[src/rtl/wdgrv_wb_master_pkg.sv]
// Shared types and watchdog register map for the Wishbone initiator.
// Offsets and WDCSR field positions let callers build watchdog accesses symbolically.
package wdgrv_wb_master_pkg;

  typedef enum logic [1:0] {
    IDLE = 2'd0,
    REQ  = 2'd1,
    WAIT = 2'd2,
    RESP = 2'd3
  } state_e;

  localparam logic [7:0] WDGRV_WDCSR_OFFSET = 8'h00;
  localparam logic [7:0] WDGRV_WDCNT_OFFSET = 8'h04;

  // WDCSR field layout
  localparam int WDCSR_WDEN_LSB     = 0;
  localparam int WDCSR_WDEN_WIDTH   = 1;
  localparam int WDCSR_S1WTO_LSB    = 2;
  localparam int WDCSR_S1WTO_WIDTH  = 1;
  localparam int WDCSR_S2WTO_LSB    = 3;
  localparam int WDCSR_S2WTO_WIDTH  = 1;
  localparam int WDCSR_WTOCNT_LSB   = 4;
  localparam int WDCSR_WTOCNT_WIDTH = 10;

endpackage

[src/rtl/wdgrv_wb_master.sv]
// Single-outstanding Wishbone B4 pipelined initiator: one command in, one bus cycle,
// one response out, with a bus timeout so a hung slave cannot lock the requester.
module wdgrv_wb_master
  import wdgrv_wb_master_pkg::*;
#(
  parameter int ADDRESS_WIDTH  = 8,
  parameter int DATA_WIDTH     = 32,
  parameter int TIMEOUT_WIDTH  = 8,
  parameter int TIMEOUT_CYCLES = 255
) (
  input  logic                      i_clk,
  input  logic                      i_rst,
  input  logic                      i_cmd_valid,
  output logic                      o_cmd_ready,
  input  logic                      i_cmd_write,
  input  logic [ADDRESS_WIDTH-1:0]  i_cmd_addr,
  input  logic [DATA_WIDTH-1:0]     i_cmd_wdata,
  input  logic [DATA_WIDTH/8-1:0]   i_cmd_sel,
  output logic                      o_rsp_valid,
  input  logic                      i_rsp_ready,
  output logic [DATA_WIDTH-1:0]     o_rsp_rdata,
  output logic                      o_rsp_err,
  output logic                      o_rsp_timeout,
  output logic                      o_wb_cyc,
  output logic                      o_wb_stb,
  output logic                      o_wb_we,
  output logic [ADDRESS_WIDTH-1:0]  o_wb_adr,
  output logic [DATA_WIDTH-1:0]     o_wb_dat,
  output logic [DATA_WIDTH/8-1:0]   o_wb_sel,
  input  logic                      i_wb_stall,
  input  logic                      i_wb_ack,
  input  logic                      i_wb_err,
  input  logic [DATA_WIDTH-1:0]     i_wb_dat
);

  localparam bit TIMEOUT_EN = (TIMEOUT_CYCLES > 0);
  localparam logic [TIMEOUT_WIDTH-1:0] TIMEOUT_LAST =
    TIMEOUT_EN ? TIMEOUT_WIDTH'(TIMEOUT_CYCLES - 1) : '0;

  state_e                     state_reg, state_next;
  logic [TIMEOUT_WIDTH-1:0]   cnt_reg;
  logic                       bus_done, bus_timeout;

  logic                       wb_cyc_reg, wb_stb_reg, wb_we_reg;
  logic [ADDRESS_WIDTH-1:0]   wb_adr_reg;
  logic [DATA_WIDTH-1:0]      wb_dat_reg;
  logic [DATA_WIDTH/8-1:0]    wb_sel_reg;
  logic                       rsp_valid_reg, rsp_err_reg, rsp_timeout_reg;
  logic [DATA_WIDTH-1:0]      rsp_rdata_reg;

  always_ff @(posedge i_clk or posedge i_rst) begin
    if (i_rst) state_reg <= IDLE;
    else       state_reg <= state_next;
  end

  // Ack/err only count once the request has been taken (not stalled) or while waiting.
  always_comb begin
    state_next  = state_reg;
    bus_done    = 1'b0;
    bus_timeout = 1'b0;
    case (state_reg)
      IDLE: if (i_cmd_valid) state_next = REQ;
      REQ, WAIT: begin
        bus_done    = (i_wb_ack || i_wb_err) && ((state_reg == WAIT) || !i_wb_stall);
        bus_timeout = TIMEOUT_EN && !bus_done && (cnt_reg == TIMEOUT_LAST);
        if (bus_done || bus_timeout)                state_next = RESP;
        else if ((state_reg == REQ) && !i_wb_stall) state_next = WAIT;
      end
      RESP: if (i_rsp_ready) state_next = IDLE;
      default: state_next = IDLE;
    endcase
  end

  always_ff @(posedge i_clk or posedge i_rst) begin
    if (i_rst) begin
      cnt_reg         <= '0;
      wb_cyc_reg      <= 1'b0;
      wb_stb_reg      <= 1'b0;
      wb_we_reg       <= 1'b0;
      wb_adr_reg      <= '0;
      wb_dat_reg      <= '0;
      wb_sel_reg      <= '0;
      rsp_valid_reg   <= 1'b0;
      rsp_err_reg     <= 1'b0;
      rsp_timeout_reg <= 1'b0;
      rsp_rdata_reg   <= '0;
    end else begin
      case (state_reg)
        IDLE: begin
          if (i_cmd_valid) begin
            cnt_reg    <= '0;
            wb_cyc_reg <= 1'b1;
            wb_stb_reg <= 1'b1;
            wb_we_reg  <= i_cmd_write;
            wb_adr_reg <= i_cmd_addr;
            wb_dat_reg <= i_cmd_wdata;
            wb_sel_reg <= i_cmd_sel;
          end
        end
        REQ, WAIT: begin
          if (cnt_reg != '1) cnt_reg <= cnt_reg + 1'b1;
          if (bus_done || bus_timeout) begin
            wb_cyc_reg      <= 1'b0;
            wb_stb_reg      <= 1'b0;
            rsp_valid_reg   <= 1'b1;
            rsp_err_reg     <= bus_timeout || i_wb_err;
            rsp_timeout_reg <= bus_timeout;
            rsp_rdata_reg   <= (bus_done && i_wb_ack && !i_wb_err && !wb_we_reg) ? i_wb_dat : '0;
          end else if (!i_wb_stall) begin
            wb_stb_reg <= 1'b0;
          end
        end
        RESP: begin
          if (i_rsp_ready) rsp_valid_reg <= 1'b0;
        end
        default: ;
      endcase
    end
  end

  assign o_cmd_ready   = (state_reg == IDLE);
  assign o_wb_cyc      = wb_cyc_reg;
  assign o_wb_stb      = wb_stb_reg;
  assign o_wb_we       = wb_we_reg;
  assign o_wb_adr      = wb_adr_reg;
  assign o_wb_dat      = wb_dat_reg;
  assign o_wb_sel      = wb_sel_reg;
  assign o_rsp_valid   = rsp_valid_reg;
  assign o_rsp_err     = rsp_err_reg;
  assign o_rsp_timeout = rsp_timeout_reg;
  assign o_rsp_rdata   = rsp_rdata_reg;

endmodule

[config.mk]
export PLATFORM = sky130hd
export DESIGN_NAME = wdgrv_wb_master
export DESIGN_NICKNAME = d
export VERILOG_FILES = /design/src/rtl/wdgrv_wb_master_pkg.sv /design/src/rtl/wdgrv_wb_master.sv
export SDC_FILE = /design/constraint.sdc
export NUM_CORES = 1
export LEC_CHECK = 0
export CORE_AREA = 2 2 137 72
export DETAILED_ROUTE_END_ITERATION = 10
export DIE_AREA = 0 0 139 74
export MAX_ROUTING_LAYER = met4
export PLACE_DENSITY_LB_ADDON = 0.2
export SYNTH_ARGS = -nofsm -noshare
export SYNTH_HDL_FRONTEND = slang
export SYNTH_SLANG_ARGS = --single-unit
[constraint.sdc]
create_clock -name i_clk -period 3.05 [get_ports i_clk]
set_input_delay 0.305 -clock i_clk [delete_from_list [all_inputs] [get_ports i_clk]]
set_output_delay 0.305 -clock i_clk [all_outputs]
set_load 0.03 [all_outputs]
### Word level (Yosys, flattened, before mapping)

Cells that the tools add are included.

| storage, ports and cells | value |
|---|---|
| register bits | 92 |
| input bits | 84 |
| output and inout port bits | 83 |
| word-level logic and storage cells | 70 |

| operators by class | value |
|---|---|
| add/sub/neg operators | 1 |
| equal/unequal tests | 11 |
| multiplexer cells | 20 |
| reduce and logical (&&, ||, !) cells | 26 |

Operator list:

| operator | count |
|---|---|
| $mux 32 | 1 |
| $mux 8 | 2 |
| $pmux 8 s2 | 1 |
| $reduce_and 3->1 | 5 |
| $add 8x1->8 const B | 1 |
| $eq 8x8->1 const B | 1 |
| $mux 1 | 8 |
| $mux 2 | 4 |
| $ne 2x2->1 const B | 4 |
| $ne 8x8->1 const B | 1 |
| $logic_and 1x1->1 | 6 |
| $ne 3x3->1 const B | 2 |
| $pmux 1 s2 | 3 |
| $pmux 2 s3 | 1 |
| $logic_or 1x1->1 | 5 |
| $eq 2x2->1 const B | 2 |
| $logic_not 1->1 | 4 |
| $reduce_and 2->1 | 2 |
| $reduce_bool 2->1 | 2 |
| $eq 2x1->1 const B | 1 |
| $logic_not 2->1 | 1 |
| $reduce_or 2->1 | 1 |

### Depth between registers and ports, before layout

| logic depth | value |
|---|---|
| word-level depth | 9 |
| gate-level depth with buffers | 7 |

### Worst setup path before layout

Ideal clock, no wire load.

| timing | value |
|---|---|
| path kind | reg-to-reg |
| start point | register state_reg[0] |
| end point | register cnt_reg[3] |
| setup time | 0.078 ns |
| data arrival time | 1.814 ns |
| path slack | 1.158 ns |
| cell stages (with the launch flop) | 7 |
| buffers on the path | 0 |
| clock period less this slack | 1.892 ns |
| cells stage by stage | dfrtp_1 inv_1 ha_1 mux2i_1 a31o_2 or3_1 a21oi_1 |

RTL lines:

| item | RTL line | source |
|---|---|---|
| start: declaration | wdgrv_wb_master.sv:40 | `state_e state_reg, state_next;` |
| start signal: assignment | wdgrv_wb_master.sv:53 | `else state_reg <= state_next;` |
| $logic_not 2->1 * | n/a |  |
| net o_cmd_ready | wdgrv_wb_master.sv:14 | `output logic o_cmd_ready,` |
| $ne 2x2->1 (no source line) / $reduce_bool 2->1 (equally long branches) | n/a |  |
| $reduce_and 3->1 (no source line) | n/a |  |
| end signal: assignment | wdgrv_wb_master.sv:101 | `if (cnt_reg != '1) cnt_reg <= cnt_reg + 1'b1;` |
| end: declaration | wdgrv_wb_master.sv:41 | `logic [TIMEOUT_WIDTH-1:0] cnt_reg;` |

Mark *: on every way through the listed nets, which the timed path passes. The rest lies on a longest branch.
A chain may end at the register's enable or synchronous reset.

### Final worst setup path

| timing | value |
|---|---|
| start point | register state_reg[0] |
| end point | register rsp_rdata_reg[20], in the netlist o_rsp_rdata[20] |

| on the way | value |
|---|---|
| word-level cells in the longest chain between the ends | 8 |

RTL lines:

| item | RTL line | source |
|---|---|---|
| $eq 2x2->1 | wdgrv_wb_master.sv:61, wdgrv_wb_master.sv:64, wdgrv_wb_master.sv:88 |  |
| $logic_or 1x1->1 | wdgrv_wb_master.sv:64 | `bus_done = (i_wb_ack \|\| i_wb_err) && ((state_reg == WAIT) \|\| !i_wb_stall);` |
| $logic_and 1x1->1 | wdgrv_wb_master.sv:64 |  |
| $mux 1 / $logic_not 1->1 (equally long branches) | wdgrv_wb_master.sv:61, wdgrv_wb_master.sv:65 |  |
| $logic_and 1x1->1, on equally long branches | wdgrv_wb_master.sv:108, wdgrv_wb_master.sv:65 |  |
| $logic_and 1x1->1 / $mux 1 (equally long branches) | wdgrv_wb_master.sv:108, wdgrv_wb_master.sv:61 |  |
| $logic_and 1x1->1 / $logic_or 1x1->1 (equally long branches) | wdgrv_wb_master.sv:108, wdgrv_wb_master.sv:102 |  |
| $mux 32 / $reduce_and 2->1 (equally long branches) | n/a |  |
| end signal: assignment | wdgrv_wb_master.sv:108 | `rsp_rdata_reg <= (bus_done && i_wb_ack && !i_wb_err && !wb_we_reg) ? i_wb_dat : '0;` |
| end: declaration | wdgrv_wb_master.sv:49 | `logic [DATA_WIDTH-1:0] rsp_rdata_reg;` |

Parallel ways exist; a longest one is shown, timed or not.

==> results by group <==
Status
  – Outcome: complete, no violations

Synth
  – Avg Inst Size Synth: 14.0 sq um
  – Post-synthesis xor/xnor area fraction: 0%
  – Most instantiated cells after synthesis: 92 x dfrtp_1, 45 x mux2_2, 32 x a22o_1
  – Count leader, synth: dfrtp_1
  – Share of the synthesized area in the top cell type: 61.6%
  – Mapped Nets: 356
  – Area leader, netlist: dfrtp_1
  – Largest family of logic cells by synthesized area: multiplexers
  – Multiplexer share of the synthesized area: 14.4%
  – Post-Synthesis Cells: 266
  – Asr flop ratio synth: 100%
  – #FFs+latches synth: 92
  – Sequential area share after synthesis: 61.6%
  – Ys Warns: 0
  – Synth unique cells: 35
  – Largest cells by area after synthesis: dfrtp_1 62%, mux2_2 14%, a22o_1 7.5%, ha_1 2.0%, a21oi_1 1.5%
  – Simple-gate share of the synthesized area: 5.33%
  – Post-Synth Adder-Cell Area: 2.01%
  – EDFF count, synth: 0
  – Synth Area in Compound Gates: 13.5%
  – Syn Std Cell Area: 3730 sq um
  – Synth Flop Type: dfrtp_1

Die
  – Initial Utilization: 40.9%
  – Core area: 9130 sq um
  – Die Area: 10300 sq um
  – Num rows: 25
  – I/O pins: 167
  – Width of the die: 139 um
  – Chip Height: 74 um

Detailed routing
  – Vias: 2845
  – First-pass DRT Iterations: 4
  – Via density: 5.08
  – DRC: 0
  – DRT antenna net count: 0
  – Final WL: 9.53 mm
  – Initial drt markers: 76
  – WL/cell: 17.0 um

STA
  – Slew headroom: 61.6%
  – FMAX: 438 MHz
  – Final period util: 74.9%
  – Unrepaired setup endpoints after global routing: no
  – Final Setup Violations: 0
  – Final hold vios: 0
  – Skew final: 0.00721 ns
  – Setup_tns: 0 ns
  – Post-route minimum period: 2.28 ns
  – Worst-Margin Slew: 0.574 ns
  – Slew Limit Fails: 0
  – Post-route setup slack: 0.767 ns

Global routing
  – GR Overflow Total: 0
  – First-pass GRT wire length: 15.0 mm
  – Total GRT Usage: 19.4%
  – Initial antenna violation count: 0
  – Largest net degree at the start of global routing: 93
  – Vias in the first global route: 2829

CTS
  – Clk buf depth: 2
  – Post-CTS resize count: 0
  – CTS Buf Count: 9
  – Worst-path clk slew: 0.07 ns
  – CTS Hold Bufs: 0
  – Clk root buf: clkbuf_16
  – CTS tree: done
  – Latest clock arrival within the worst-skew pair: 0.33 ns
  – Sink Count: 92
  – H-tree depth: 3
  – # Post-CTS Setup Buffers: 0

Cells and area
  – Share of layout cells above drive strength 1: 16.6%
  – Antenna diode count: 0
  – Post-layout net count: 524
  – Area growth, synth to finish: 56.0%
  – Fill count: 715

Critical path
  – Beginning of the critical path: state_reg[0]$_DFFE_PP0P_
  – CP startpoint kind: flop
  – Crit Path Max Fanout: 32
  – CP Data Required Time: 3.32 ns
  – CP Capture Type: flop
  – Crit path DAT: 2.55 ns
  – Max incr delay on CP: 0.65 ns
  – Crit path max-delay cell type: ha_1
  – CP cell instances: inv_1 -> ha_1 -> o221ai_2 -> nor4b_4 -> buf_4 -> a22o_1
  – Kind of critical path: reg2reg
  – R2R Path Start: state_reg[0]$_DFFE_PP0P_

Power and ir drop
  – Peak VDD IR: 0.664 mV
  – Pleak: 2.49 nW
  – PD cells: 1110 nW/um^2

Place
  – Port buffer count: 166
  – DP Worst Slack: 0.776 ns
  – Post-DP HPWL: 6.75 mm
  – GPL Wtd Cong: 0.793

Min path
  – Hold crit path type: in2async

Run
  – Max_cap viols: 0
-- where the power goes --
| part | internal, W | leakage, nW | switching, W |
|---|---|---|---|
| clock | 0.000663 | 0.142 | 0.000470 |
| combinational | 0.00147 | 1.19 | 0.00179 |
| sequential | 0.00174 | 1.16 | 0.000320 |
-- routing by layer --
layer / vias up / wire (um) / global-route usage, % / share of wire [%]
li1: 1314 / - / - / -
met1: 1392 / 4380 / 26.0 / 46
met4: 0 / 63 / 4.04 / 0.66
met3: 9 / 962 / 8.50 / 10
met5: - / 0 / - / 0
met2: 130 / 4130 / 27.6 / 43
-- per-stage QoR --
stage          instances  util, %  instance area, sq um  total power [W]  hold WS, ns
4_1_cts              560     63.8                  5830          0.00653        0.410
6_report             560     63.8                  5830          0.00646        0.395
3_3_place_gp         544     60.4                  5520          0.00529        0.482
2_1_floorplan        266        -                  3730          0.00400        0.445
5_1_grt              560     63.8                  5830          0.00680        0.459
3_5_place_dp         544     60.4                  5520          0.00536        0.484
-- cell type report --
type / instances / area [sq um] / share of cell area (%)
Clock buffer: 10 / 239 / 4.10
Multi-Input combinational cell: 153 / 1320 / 22.6
Inverter: 8 / 31.3 / 0.537
Sequential cell: 92 / 2300 / 39.5
Timing Repair Buffer: 170 / 1720 / 29.5
Clock inverter: 6 / 70.1 / 1.20
Tap cell: 121 / 151 / 2.60
-- worst max-delay path, delay by kind of cell (launching register included) --
family                   cells  cell delay [ns]
flip-flops                   1             0.41
AO/OA/AOI/OAI                2             0.44
adder cells (fa/ha/maj)      1             0.65
buffers and inverters        2             0.47
AND/OR/NAND/NOR              1             0.24
-- logic make-up (layout without fill, tap and decap cells) --
| logic type | count (synthesis) | count (layout) |
|---|---|---|
| simple gates | 35 | 35 |
| buf+inv | 21 | 194 |
| compound gates | 64 | 64 |
| fa+ha+maj | 6 | 6 |
| mux | 48 | 48 |
| flops | 92 | 92 |
-- cell usage in the layout, fill, tap and decap left out, drive strengths merged, types with 4 or more instances in the layout --
cell type	instances
mux2	45
nand3	4
clkdlybuf4s50	166
nand2	10
inv	9
buf	4
dfrtp	92
nor3	5
a31oi	4
nor2	5
clkbuf	10
o21ai	5
a21oi	11
ha	6
a22o	32
-- worst paths after layout --
path,cells after the start,slack [ns],endpoint
setup reg to reg,6,0.77,o_rsp_rdata[20]$_DFFE_PP0P_
max in group asynchronous,3,2.28,o_rsp_rdata[30]$_DFFE_PP0P_
setup / recovery,6,0.77,o_rsp_rdata[20]$_DFFE_PP0P_
hold / removal,3,0.39,o_wb_dat[22]$_DFFE_PP0P_
hold reg to reg,1,0.50,o_wb_adr[7]$_DFFE_PP0P_
min in group i_clk,1,0.50,o_wb_adr[7]$_DFFE_PP0P_
Power figures use the tool's default switching activity.
